File: config.mk
export PLATFORM = sky130hd
export DESIGN_NAME = joy_db15_tx
export DESIGN_NICKNAME = d
export VERILOG_FILES = /design/src/rtl/joy_db15_tx.sv
export SDC_FILE = /design/constraint.sdc
export NUM_CORES = 1
export LEC_CHECK = 0
export ABC_CLOCK_PERIOD_IN_PS = 1900
export BUFFER_PORTS_ARGS = -buffer_cell sky130_fd_sc_hd__buf_2
export CAP_MARGIN = 20
export CORE_ASPECT_RATIO = 0.5
export CORE_MARGIN = 2
export CORE_UTILIZATION = 45
export DETAILED_ROUTE_END_ITERATION = 10
export PLACE_DENSITY = 0.69
export REMOVE_ABC_BUFFERS = 1
export SLEW_MARGIN = 25
export SYNTH_ARGS = -nofsm -noshare
export SYNTH_HDL_FRONTEND = slang
export SYNTH_SLANG_ARGS = --single-unit
File: constraint.sdc
create_clock -name clk -period 1.9 [get_ports clk]
set_input_delay 0.38 -clock clk [delete_from_list [all_inputs] [get_ports clk]]
set_output_delay 0.38 -clock clk [all_outputs]
set_load 0.005 [all_outputs]
File: src/rtl/joy_db15_tx.sv
// DB15 adapter emulation: answers the reader's LOAD/CLK strobes and shifts
// {joystick2, joystick1} out LSB first on an active-low, idle-high DATA line.
module joy_db15_tx #(
    parameter int FRAME_BITS  = 32,
    parameter int SYNC_STAGES = 2
) (
    input  logic        clk,
    input  logic        reset_n,
    input  logic [15:0] joystick1,
    input  logic [15:0] joystick2,
    input  logic        joy_clk,
    input  logic        joy_load,
    output logic        joy_data,
    output logic        frame_done,
    output logic        overrun,
    output logic [5:0]  bit_index,
    output logic [1:0]  dbg_state
);

    localparam logic [5:0] LP_END_IDX = 6'(FRAME_BITS);

    typedef enum logic [1:0] {
        ST_IDLE  = 2'd0,
        ST_LOAD  = 2'd1,
        ST_SHIFT = 2'd2
    } state_t;

    logic [SYNC_STAGES-1:0] r_clk_sync;
    logic [SYNC_STAGES-1:0] r_load_sync;
    logic                   r_clk_hist;

    state_t                 r_state;
    logic [FRAME_BITS-1:0]  r_sreg;
    logic [5:0]             r_idx;
    logic                   r_data;
    logic                   r_done;
    logic                   r_ovr;

    state_t                 w_state_nxt;
    logic [FRAME_BITS-1:0]  w_sreg_nxt;
    logic [5:0]             w_idx_nxt;
    logic                   w_data_nxt;
    logic                   w_done_nxt;
    logic                   w_ovr_nxt;
    logic                   w_clk_rise;
    logic                   w_load_low;

    // Synchronizers reset to 1 so a line held at either level through reset
    // cannot look like an edge afterwards.
    always_ff @(posedge clk) begin
        if (!reset_n) begin
            r_clk_sync  <= '1;
            r_load_sync <= '1;
            r_clk_hist  <= 1'b1;
        end else begin
            r_clk_sync  <= {r_clk_sync[SYNC_STAGES-2:0], joy_clk};
            r_load_sync <= {r_load_sync[SYNC_STAGES-2:0], joy_load};
            r_clk_hist  <= r_clk_sync[SYNC_STAGES-1];
        end
    end

    assign w_clk_rise = r_clk_sync[SYNC_STAGES-1] & ~r_clk_hist;
    assign w_load_low = ~r_load_sync[SYNC_STAGES-1];

    always_comb begin
        w_state_nxt = r_state;
        w_sreg_nxt  = r_sreg;
        w_idx_nxt   = r_idx;
        w_done_nxt  = 1'b0;
        w_ovr_nxt   = r_ovr;
        // A load sample overrides any clock edge seen in the same cycle.
        if (w_load_low) begin
            w_state_nxt = ST_LOAD;
            w_sreg_nxt  = FRAME_BITS'({joystick2, joystick1});
            w_idx_nxt   = 6'd0;
            w_ovr_nxt   = 1'b0;
        end else begin
            case (r_state)
                ST_LOAD: w_state_nxt = ST_SHIFT;
                ST_SHIFT: begin
                    if (w_clk_rise) begin
                        w_sreg_nxt = r_sreg >> 1;
                        w_idx_nxt  = r_idx + 6'd1;
                        if (r_idx == LP_END_IDX - 6'd1) begin
                            w_done_nxt  = 1'b1;
                            w_state_nxt = ST_IDLE;
                        end
                    end
                end
                ST_IDLE: begin
                    if (w_clk_rise) begin
                        w_ovr_nxt = 1'b1;
                    end
                end
                default: w_state_nxt = ST_IDLE;
            endcase
        end
        w_data_nxt = (w_idx_nxt < LP_END_IDX) ? ~w_sreg_nxt[0] : 1'b1;
    end

    always_ff @(posedge clk) begin
        if (!reset_n) begin
            r_state <= ST_IDLE;
            r_sreg  <= '0;
            r_idx   <= LP_END_IDX;
            r_data  <= 1'b1;
            r_done  <= 1'b0;
            r_ovr   <= 1'b0;
        end else begin
            r_state <= w_state_nxt;
            r_sreg  <= w_sreg_nxt;
            r_idx   <= w_idx_nxt;
            r_data  <= w_data_nxt;
            r_done  <= w_done_nxt;
            r_ovr   <= w_ovr_nxt;
        end
    end

    assign joy_data   = r_data;
    assign frame_done = r_done;
    assign overrun    = r_ovr;
    assign bit_index  = r_idx;
    assign dbg_state  = r_state;

endmodule
* Word level (Yosys, flattened, before mapping)
Index checks and enable logic that the tools add are counted.
** Cells by class
- Add/sub/neg operators :: 1
- Order comparisons :: 1
- Equal/unequal tests :: 10
- Mux-type cells :: 11
- Bitwise logic cells :: 4
- Reductions and logical operators :: 8
** Operators with widths (count)
- $mux W32 :: 3
- $mux W6 :: 3
- $reduce_and A2 Y1 :: 4
- $add A6 B1 Y6 const B :: 1
- $eq A6 B5 Y1 const B :: 1
- $lt A6 B6 Y1 const B :: 1
- $ne A2 B2 Y1 const B :: 3
- $ne A3 B3 Y1 const B :: 2
- $pmux W2 S3 :: 1
- $reduce_and A3 Y1 :: 2
- $mux W2 :: 2
- $ne A2 B1 Y1 const B :: 2
- $reduce_and A4 Y1 :: 1
- $not A1 Y1 :: 3
- $eq A2 B1 Y1 const B :: 1
- $eq A2 B2 Y1 const B :: 1
- $logic_not A2 Y1 :: 1
- $mux W1 :: 2
- $and A1 B1 Y1 :: 1
** Word-level totals
- Register bits after elaboration :: 48
- Logic and storage cells :: 46

* Longest topological paths before layout
- Depth in word-level cells :: 7
- Gate-level depth with buffers :: 5

* Worst setup path after synthesis
Ideal clock, no wire load.
- Kind :: flip-flop to flip-flop
- Start point :: register r_state[1] (netlist: dbg_state[1])
- End point :: register r_data (netlist: joy_data)
- Library setup time :: 0.059 ns
- Arrival :: 1.206 ns
- Data required time :: 1.841 ns
- Setup slack :: 0.635 ns
- Cell stages (with the launch flop) :: 6
- Buffers on the path :: 1
- Cells stage by stage :: dfxtp_1 and4bb_1 buf_6 nand4_1 mux2_4 nand2_1
** On the way
- Cells in the longest elaborated chain, start to end :: 5
** Ends and longest elaborated chain
- start, declared :: line 32 : state_t r_state;
- start signal, assigned :: line 110 : r_state <= w_state_nxt;
- $eq A2 B2 Y1 (*) :: line 78 : case (r_state)
- $mux W6 :: line 78
- $mux W6 :: line 72 : if (w_load_low) begin
- $lt A6 B6 Y1 :: line 98 : w_data_nxt = (w_idx_nxt < LP_END_IDX) ? ~w_sreg_nxt[0] : 1'b1;
- $reduce_and A2 Y1 (no source line)
- end signal, assigned :: line 113 : r_data <= w_data_nxt;
- end, declared :: line 35 : logic r_data;
Mark *: on every way between the ends. The rest lies on a longest branch, timed or not. The select of a mux whose other input is x is not followed.
A chain may end at the register's enable or synchronous reset.

* Final worst setup path
- Start point :: register r_state[1] (netlist: dbg_state[1])
- End point :: register r_sreg[15]
** On the way
- Cells in the longest elaborated chain, start to end :: 3
** Ends and longest elaborated chain
- $eq A2 B2 Y1 :: line 78
- $ne A2 B1 Y1 (no source line)
- $reduce_and A2 Y1 (no source line)
- end signal, assigned :: line 111 : r_sreg <= w_sreg_nxt;
- end, declared :: line 33 : logic [FRAME_BITS-1:0] r_sreg;
No other way between the ends.

==> metrics.csv <==
metric;value;unit
status;finished clean;
std_cell_rows;16;
netlist_instances;233;
fin_setup_tns;0;ps
min_path_cells;2;
fin_ws;334;ps
avgSynthCellArea;8.35;µm²
io_buffers;46;
cts_tree;yes;
min_from;joy_clk;
synthesis.area;0.00195;mm²
drt_iter0_drc;89;
synth_edf_count;0;
tightest_slew;333;ps
place_ws;349;ps
dp.cells;321;
wl_met1;1950;µm
maxCapViolCount;0;
num_io_pins;47;
vias;1698;
dr.pass1.iters;4;
antenna_found_initial;0;
clock_path_buffers;2;
coreArea;0.00402;mm²
wl_met3;241;µm
min_period_over_period;82.4;%
seq_area_frac_synth;49.4;%
layout-drive-gt1-share;21.8;%
numCtsBuffers;5;
yosysMostFrequentCell;nand2_1;
fin_nets;311;
grt_pass1_vias;1475;
timing.fmax;0.639;GHz
ctsHoldBuffers;0;
hold_viol_final;0;
vias_per_cell;5.16;
final-setup-viol-count;0;
top_layer;met4;
final_cells;329;
nFillCells;370;
holdPathEnd;r_clk_sync[0];
r2r_start;dbg_state[1];
clk_pin_slew;80;ps
post_cts_resized;0;
path_class;reg -> reg;
hpwl;2520;µm
die_h;50.5;µm
clk_latency;290;ps
gr-usage-all-layers;16.4;%
grt_max_degree;63;
crit_fanout;18;
grt-ovfl-total;0;
finClkSkew;6.86;ps
ant_nets;0;
period_minus_slack;1570;ps
synthTopCellsByCount;nand2_1 (70), dfxtp_1 (48), nor2_1 (38), a311oi_1 (30), clkbuf_1 (8);
slew_headroom;77.8;%
synth.distinct_cells;28;
arrival;1760;ps
syn_to_final_growth;17.6;%
final_util;56.8;%
async_flop_share;0;%
gp_congestion;0.860;
power.density;790;mW/mm²
die_area;0.00490;mm²
ys_ff_latch;48;
fin_worst_hold_slack;267;ps
synth_top_area_share;49.4;%
postLayoutCellArea;0.00229;mm²
hold_class;in -> reg;
total_power;1.81;mW
ys_top_cells_by_area;dfxtp_1 (49%), a311oi_1 (14%), nand2_1 (14%);
reg2reg_to;r_sreg[15];
routed_wl;3840;µm
startpoint_type;flip-flop;
die_w;97.0;µm
vdd_drop_max;0.356;mV
ctsHtreeMaxLevel;2;
clkSinkCount;48;
post-cts-setup-buffers;0;
drv_slew;0;
drc;0;
diodes;0;
grt_pass1_wl;6470;µm
critPathCaptureType;flip-flop;
synth_top_cell_by_area;dfxtp_1;
wl_per_cell;11.7;µm
synth_warnings;0;
routed-wl-met2;1610;µm
rrSetupSlack;330;ps
initial_core_util;48.4;%
grt_setup_unrepaired;no;
cts_root_buf;clkbuf_8;
r2r_cells;4;
worstPathRequired;2100;ps
dpl_cell_area;0.00220;mm²
ys.flop_type;dfxtp_1;
p_leak;0.893;nW
cells in the final DEF, fill, tap and decap left out, types with 2 or more instances in the layout:
cell,instances
buf_2,46
clkbuf_1,2
nand2b_1,5
a311oi_1,30
xor2_1,3
nand2_1,70
a21oi_1,3
dfxtp_1,47
nor2_1,38
inv_1,3
buf_4,4
clkbuf_8,6
nand4_1,3
power breakdown:
| group | internal, mW | leakage (nW) | total [mW] | switching (mW) |
|---|---|---|---|---|
| Combinational | 0.0683 | 0.456 | 0.135 | 0.0665 |
| Clock | 0.297 | 0.0455 | 0.600 | 0.303 |
| Sequential | 1.05 | 0.392 | 1.07 | 0.0238 |
| Total | 1.41 | 0.893 | 1.81 | 0.394 |
metal layers:
metal / track usage (%) / vias up
met3: 5.29 / 2
met4: 6.57 / 0
met2: 24.4 / 50
met1: 22.1 / 770
li1: - / 876
met5: 0 / -
kinds of logic (layout without fill, tap and decap cells):
logic type | after synthesis | count (layout) | synth area share, %
AOI/OAI and AO/OA | 36 | 36 | 15.3
adders and majority gates | 1 | 1 | 0.643
muxes | 3 | 3 | 1.86
buffers and inverters | 20 | 62 | 5.59
DFF | 48 | 48 | 49.4
xor gates and xnor gates | 4 | 4 | 1.80
and+or+nand+nor | 121 | 121 | 25.4
flip-flops by register name (all words and copies together), names as in the netlist:
signal,cells
r_sreg,32
bit_index,6
dbg_state,2
r_clk_sync,2
r_load_sync,2
frame_done,1
joy_data,1
overrun,1
r_clk_hist,1
critical path: stages (launching register included):
cell and delay, ps:
dfxtp_1 410, and4bb_1 430, buf_4 290, nand2_1 80, a311oi_1 270
layout make-up:
cell class | count | area, µm² | area share (%)
tap | 54 | 67.6 | 2.95
multi-input combinational | 165 | 876 | 38.3
inverter | 3 | 11.3 | 0.492
timing repair buffer | 51 | 280 | 12.3
clock buffer | 8 | 90.1 | 3.94
sequential | 48 | 962 | 42.1
worst max-delay path by stage:
stage	start	endpoint	depth (start not counted)
floorplan	r_load_sync[1]	frame_done	2
global placement	dbg_state[1]	r_sreg[25]	4
detailed placement	dbg_state[1]	r_sreg[30]	4
CTS	dbg_state[1]	r_sreg[26]	4
global route	dbg_state[1]	r_sreg[26]	4
finish	dbg_state[1]	r_sreg[15]	4
No activity file was read; power rests on OpenSTA's default activity.
